===== src/rtl/ascon_stream_ctrl.sv =====
// rtl/ascon_stream_ctrl.sv - host/core word sequencer with ciphertext FIFO and tag latch
// Feeds one AD word plus PT_BLOCKS plaintext words to an ASCON128 core, collects ciphertext and tag.
module ascon_stream_ctrl #(
  parameter int PT_BLOCKS = 4,
  parameter int OUT_DEPTH = 4
) (
  input  logic         clock_i,
  input  logic         resetb_i,
  input  logic         start_i,
  output logic         busy_o,
  input  logic         in_valid_i,
  output logic         in_ready_o,
  input  logic [63:0]  in_data_i,
  output logic         core_start_o,
  output logic         core_data_valid_o,
  output logic [63:0]  core_data_o,
  input  logic         core_data_req_i,
  input  logic         core_cipher_valid_i,
  input  logic [63:0]  core_cipher_i,
  input  logic         core_end_i,
  input  logic [127:0] core_tag_i,
  output logic         out_valid_o,
  input  logic         out_ready_i,
  output logic [63:0]  out_data_o,
  output logic         out_last_o,
  output logic         tag_valid_o,
  output logic [127:0] tag_o,
  output logic         done_o,
  output logic         err_o
);
  localparam int CW = $clog2(PT_BLOCKS + 1);
  localparam int PW = (OUT_DEPTH > 1) ? $clog2(OUT_DEPTH) : 1;
  localparam int NW = $clog2(OUT_DEPTH + 1);
  localparam logic [CW-1:0] CNT_MAX  = CW'(PT_BLOCKS);
  localparam logic [CW-1:0] CNT_LAST = CW'(PT_BLOCKS - 1);
  localparam logic [PW-1:0] PTR_MAX  = PW'(OUT_DEPTH - 1);
  localparam logic [NW-1:0] OCC_FULL = NW'(OUT_DEPTH);

  typedef enum logic [2:0] {
    IDLE,
    START,
    FEED,
    WAIT_END,
    DRAIN
  } state_e;

  state_e        state_q, state_d;
  logic [CW-1:0] wc_q, wc_d;
  logic [CW-1:0] cc_q, cc_d;
  logic          cv_q;
  logic          end_q;
  logic          err_q, err_d;
  logic          tag_valid_q, tag_valid_d;
  logic [127:0]  tag_q, tag_d;

  logic [64:0]   mem_q [OUT_DEPTH];
  logic [PW-1:0] rd_ptr_q, wr_ptr_q;
  logic [NW-1:0] occ_q;

  logic start_go;
  logic xfer;
  logic cipher_rise;
  logic end_rise;
  logic capture;
  logic push_req;
  logic push;
  logic pop;
  logic fifo_full;
  logic tag_load;
  logic drained;

  assign start_go    = (state_q == IDLE) & start_i;
  assign xfer        = in_ready_o;
  assign cipher_rise = core_cipher_valid_i & ~cv_q;
  assign end_rise    = core_end_i & ~end_q;
  assign capture     = (state_q != IDLE) & cipher_rise;
  assign push_req    = capture & (cc_q < CNT_MAX);
  assign fifo_full   = (occ_q == OCC_FULL);
  assign pop         = out_valid_o & out_ready_i;
  assign push        = push_req & (~fifo_full | pop);
  assign tag_load    = end_rise & ((state_q == FEED) | (state_q == WAIT_END));
  // A word landing this cycle keeps the message open even if the last one is leaving.
  assign drained     = ((occ_q == '0) | ((occ_q == NW'(1)) & pop)) & ~push;

  always_ff @(posedge clock_i or negedge resetb_i) begin
    if (!resetb_i) begin
      state_q <= IDLE;
    end else begin
      state_q <= state_d;
    end
  end

  always_comb begin
    state_d = state_q;
    unique case (state_q)
      IDLE:     if (start_i) state_d = START;
      START:    state_d = FEED;
      FEED: begin
        if (end_rise) begin
          state_d = DRAIN;
        end else if (xfer && (wc_q == CNT_MAX)) begin
          state_d = WAIT_END;
        end
      end
      WAIT_END: if (end_rise) state_d = DRAIN;
      DRAIN:    if (drained) state_d = IDLE;
      default:  state_d = IDLE;
    endcase
  end

  always_comb begin
    busy_o            = (state_q != IDLE);
    core_start_o      = (state_q == START);
    core_data_valid_o = 1'b0;
    core_data_o       = '0;
    in_ready_o        = 1'b0;
    done_o            = 1'b0;
    if (state_q == FEED) begin
      core_data_valid_o = in_valid_i;
      core_data_o       = in_data_i;
      in_ready_o        = core_data_req_i & in_valid_i;
    end
    if (state_q == DRAIN) begin
      done_o = drained;
    end
  end

  always_comb begin
    wc_d        = wc_q;
    cc_d        = cc_q;
    err_d       = err_q;
    tag_valid_d = tag_valid_q;
    tag_d       = tag_q;
    if (start_go) begin
      wc_d        = '0;
      cc_d        = '0;
      err_d       = 1'b0;
      tag_valid_d = 1'b0;
    end else begin
      if (xfer) begin
        wc_d = wc_q + CW'(1);
      end
      if (push_req) begin
        cc_d = cc_q + CW'(1);
      end
      if ((core_data_req_i & ~core_data_valid_o) |
          (capture & (cc_q == CNT_MAX)) |
          (push_req & fifo_full & ~pop) |
          (end_rise & (state_q == FEED))) begin
        err_d = 1'b1;
      end
      if (tag_load) begin
        tag_d       = core_tag_i;
        tag_valid_d = 1'b1;
      end
    end
  end

  always_ff @(posedge clock_i or negedge resetb_i) begin
    if (!resetb_i) begin
      wc_q        <= '0;
      cc_q        <= '0;
      cv_q        <= 1'b0;
      end_q       <= 1'b0;
      err_q       <= 1'b0;
      tag_valid_q <= 1'b0;
      tag_q       <= '0;
    end else begin
      wc_q        <= wc_d;
      cc_q        <= cc_d;
      cv_q        <= core_cipher_valid_i;
      end_q       <= core_end_i;
      err_q       <= err_d;
      tag_valid_q <= tag_valid_d;
      tag_q       <= tag_d;
    end
  end

  always_ff @(posedge clock_i or negedge resetb_i) begin
    if (!resetb_i) begin
      rd_ptr_q <= '0;
      wr_ptr_q <= '0;
      occ_q    <= '0;
    end else begin
      if (push) begin
        wr_ptr_q <= (wr_ptr_q == PTR_MAX) ? '0 : wr_ptr_q + PW'(1);
      end
      if (pop) begin
        rd_ptr_q <= (rd_ptr_q == PTR_MAX) ? '0 : rd_ptr_q + PW'(1);
      end
      if (push && !pop) begin
        occ_q <= occ_q + NW'(1);
      end else if (pop && !push) begin
        occ_q <= occ_q - NW'(1);
      end
    end
  end

  // Entry storage needs no reset: the head is masked by the occupancy count.
  always_ff @(posedge clock_i) begin
    if (push) begin
      mem_q[wr_ptr_q] <= {(cc_q == CNT_LAST), core_cipher_i};
    end
  end

  assign out_valid_o = (occ_q != '0);
  assign out_data_o  = out_valid_o ? mem_q[rd_ptr_q][63:0] : '0;
  assign out_last_o  = out_valid_o & mem_q[rd_ptr_q][64];
  assign tag_valid_o = tag_valid_q;
  assign tag_o       = tag_q;
  assign err_o       = err_q;

endmodule


===== config.mk =====
export PLATFORM = sky130hd
export DESIGN_NAME = ascon_stream_ctrl
export DESIGN_NICKNAME = d
export VERILOG_FILES = /design/src/rtl/ascon_stream_ctrl.sv
export SDC_FILE = /design/constraint.sdc
export NUM_CORES = 1
export LEC_CHECK = 0
export BUFFER_PORTS_ARGS = -buffer_cell sky130_fd_sc_hd__buf_4
export CORE_AREA = 2 2 203 205
export DETAILED_ROUTE_END_ITERATION = 6
export DIE_AREA = 0 0 205 207
export PLACE_DENSITY = 0.8
export SYNTH_ARGS = -nofsm -noshare
export SYNTH_HDL_FRONTEND = slang
export SYNTH_SLANG_ARGS = --single-unit

===== constraint.sdc =====
create_clock -name clock_i -period 3 [get_ports clock_i]
set_input_delay 0.3 -clock clock_i [delete_from_list [all_inputs] [get_ports clock_i]]
set_output_delay 0.3 -clock clock_i [all_outputs]
set_load 0.03 [all_outputs]

==> run_results.csv <==
group,metric,value,unit
floorplan,start_util,40.4,%
sta,setup_violations,0,
detailed_routing,drcViolationCount,0,
cells_and_area,drive_gt1_share,49.1,%
placement,dp_hpwl,30800,um
sta,slew_violations,0,
cells_and_area,layoutNonFillerInstCount,2176,
detailed_routing,vias,10700,
logic_synthesis,synth_edf_count,260,
placement,gp_congestion,0.861,
cts,ctsHtreeMaxLevel,2,
logic_synthesis,synth_cell_types,45,
setup_path,worstPathMaxFanout,33,
setup_path,worst_setup_path_end_kind,"output pin",
cts,path_clk_slew,0.06,ns
worst_hold_path,hold_class,"in2reg",
placement,dpl_cell_area,20800,um2
run_status,status,"complete, no violations",
detailed_routing,drtIter0Drc,606,
cts,cts_tree,"yes",
power,leakage,9.87,nW
floorplan,dieArea,42400,um2
power,ir_drop,753,uV
cts,clock_path_buffers,3,
setup_path,arrival,2.50,ns
sta,worst_pin_slew,0.617,ns
detailed_routing,viasPerCell,4.93,
global_routing,grt_pass1_wl,71500,um
sta,max_slew_margin,58.9,%
cts,clk_latency,0.57,ns
power,powerDensity,1040,nW/um2
floorplan,core,40400,um2
logic_synthesis,netlist_area,16300,um2
logic_synthesis,syn-num-nets,1156,
setup_path,critPathSlowestCell,"dfrtp_4",
cells_and_area,fill_cells,2851,
logic_synthesis,synth-seq-cells,408,
cells_and_area,final_cell_mix,"buf_4, edfxtp_1, dlygate4sd3_1, dfrtp_1, and2_1",
floorplan,ios,529,
sta,final.min_clock_period,2.80,ns
sta,fin_setup_tns,0,ns
logic_synthesis,synth_top_area_share,47.9,%
global_routing,grt_max_degree,87,
logic_synthesis,synth_top_cell_by_area,"edfxtp_1",
global_routing,grt-ovfl-total,0,
setup_path,required,2.70,ns
setup_path,crit_buf_inv,2,
cts,numCtsBuffers,43,
detailed_routing,finalWirelength,47600,um
setup_path,cp_cell_sequence,"buf_12 -> mux4_2 -> and2_1 -> buf_4",
job,cap_violations,0,
placement,pre_cts_ws,0.718,ns
logic_synthesis,synthCells,877,
floorplan,core.rowCount,74,
floorplan,die_h,207,um
detailed_routing,postRouteAntennaNets,0,
global_routing,grt_usage,22.3,%
detailed_routing,drt_pass1_iterations,5,
cells_and_area,final_cell_area,24100,um2
global_routing,grt_antenna_before_repair,4,
logic_synthesis,synth_seq_area_share,70.7,%
floorplan,die_w,205,um
detailed_routing,wire_per_inst,21.9,um
sta,fin_ws,0.200,ns
placement,port_buffers,528,
setup_path,rrSetupSlack,0.70,ns
setup_path,worstSetupPathType,"reg2out",
sta,finalCritPeriodShare,93.3,%
logic_synthesis,syn_area_per_cell,18.6,um2
cells_and_area,layout_commonest_cell,"buf_4",
cts,post_cts_buffers,0,
logic_synthesis,ys_warn_count,0,
power,p_total,25.0,mW
setup_path,path_delay_family,"flip-flops",
sta,finalHoldViolCount,0,
setup_path,cpPeakStageDelay,0.68,ns
cells_and_area,area_growth,48.3,%
setup_path,start_kind,"flip-flop",
sta,max_freq,0.357,GHz
global_routing,grt_pass1_vias,11600,
cts,ctsResizeCount,0,
cells_and_area,nets,1889,
sta,skew,0.0212,ns
logic_synthesis,synth-async-reset-ratio,36.3,%
placement,dp.cells,1902,
cts,cts.sinks,408,
sta,rsz0062_at_grt,"false",
cts,cts_root_buf,"clkbuf_16",
logic_synthesis,synth_ff_type,"edfxtp_1",
logic_synthesis,synth_area_leaders,"edfxtp_1, dfrtp_1, mux4_2, mux2_2, and2_1",
report_power, final:
part	switching [mW]	total [mW]	leakage, nW	internal, mW
clock	2.17	5.23	0.662	3.06
combinational	6.70	11.5	5.08	4.82
sequential	0.945	8.28	4.13	7.33
area by class of cell:
cell class                      count  area, um2  area share (%)
Antenna cell                        4       10.0          0.0414
Clock buffer                       58       1150            4.77
Clock inverter                     17        218           0.902
Inverter                           12       45.0           0.187
Multi-Input combinational cell    409       4400            18.2
Sequential cell                   408      11500            47.7
Tap cell                          532        666            2.76
Timing Repair Buffer              736       6140            25.4
what timing repair did:
item / in CTS / in global routing
hold buffers: 195 / 0
endpoints found under the hold margin: 427 / 0
endpoints found under the setup margin: 0 / 0
cells by family (layout without fill, tap and decap cells):
logic type | count (synthesis) | count (layout) | synth area share, %
adder cells (fa/ha/maj) | 15 | 15 | 1.15
XOR/XNOR | 6 | 6 | 0.323
buffers and inverters | 60 | 823 | 2.44
flip-flops | 408 | 408 | 70.7
AND/OR/NAND/NOR | 172 | 172 | 6.50
AO/OA/AOI/OAI | 19 | 19 | 0.829
other | 0 | 4 | 0
multiplexers | 197 | 197 | 18.1
worst paths after layout:
kind | startpoint | to | cells after the start
hold / removal | start_i | tag_valid_o$_DFFE_PN0P_ | 3
setup reg to reg | cc_q[2]$_DFFE_PN0P_ | mem_q[3][11]$_DFFE_PP_ | 4
min in group asynchronous | resetb_i | tag_o[104]$_DFFE_PN0P_ | 2
setup / recovery | rd_ptr_q[0]$_DFFE_PN0P_ | out_data_o[36] | 4
max in group asynchronous | resetb_i | tag_o[27]$_DFFE_PN0P_ | 3
hold reg to reg | tag_valid_o$_DFFE_PN0P_ | tag_valid_o$_DFFE_PN0P_ | 1
per-stage QoR:
stage               hold WS (ns)  utilization, %
global route              0.0330            59.8
CTS                      0.00719            59.8
detailed placement         0.246            51.6
floorplan                0.00441               -
global placement           0.248            51.6
finish                    0.0480            59.8
worst reg2reg max path, cell delays in order, from the launching register on:
cell     delay, ns
dfrtp_1       0.41
nor3b_1       0.50
o211a_1       0.38
and2_4        0.26
buf_12        0.33
registers in the layout (all words and copies together) (netlist names):
register     flops
cc_q             3
cv_q             1
end_q            1
err_o            1
mem_q          260
occ_q            3
rd_ptr_q         2
state_q          3
tag_o          128
tag_valid_o      1
wc_q             3
wr_ptr_q         2
metal layers:
| layer | track usage [%] | wire length (um) | part of all wire [%] |
|---|---|---|---|
| met3 | 6.20 | 3920 | 8.2 |
| met5 | 0 | 0 | 0 |
| met2 | 36.1 | 23400 | 49 |
| met1 | 28.0 | 18300 | 38 |
| met4 | 10.2 | 2020 | 4.2 |
Yosys cell counts, types with 3 or more instances:
cell type and number:
buf_6 13, mux4_2 65, xor2_1 3, a21oi_1 5, edfxtp_1 260, buf_4 7, mux2_2 129, o21ai_0 3
nand2_1 12, buf_2 7, ha_1 15, mux2i_1 3, and2_1 134, dfrtp_1 148, nor2_1 7, inv_1 11
clkbuf_1 17, xnor2_1 3
Note: power is estimated with default switching activity, not from simulation.
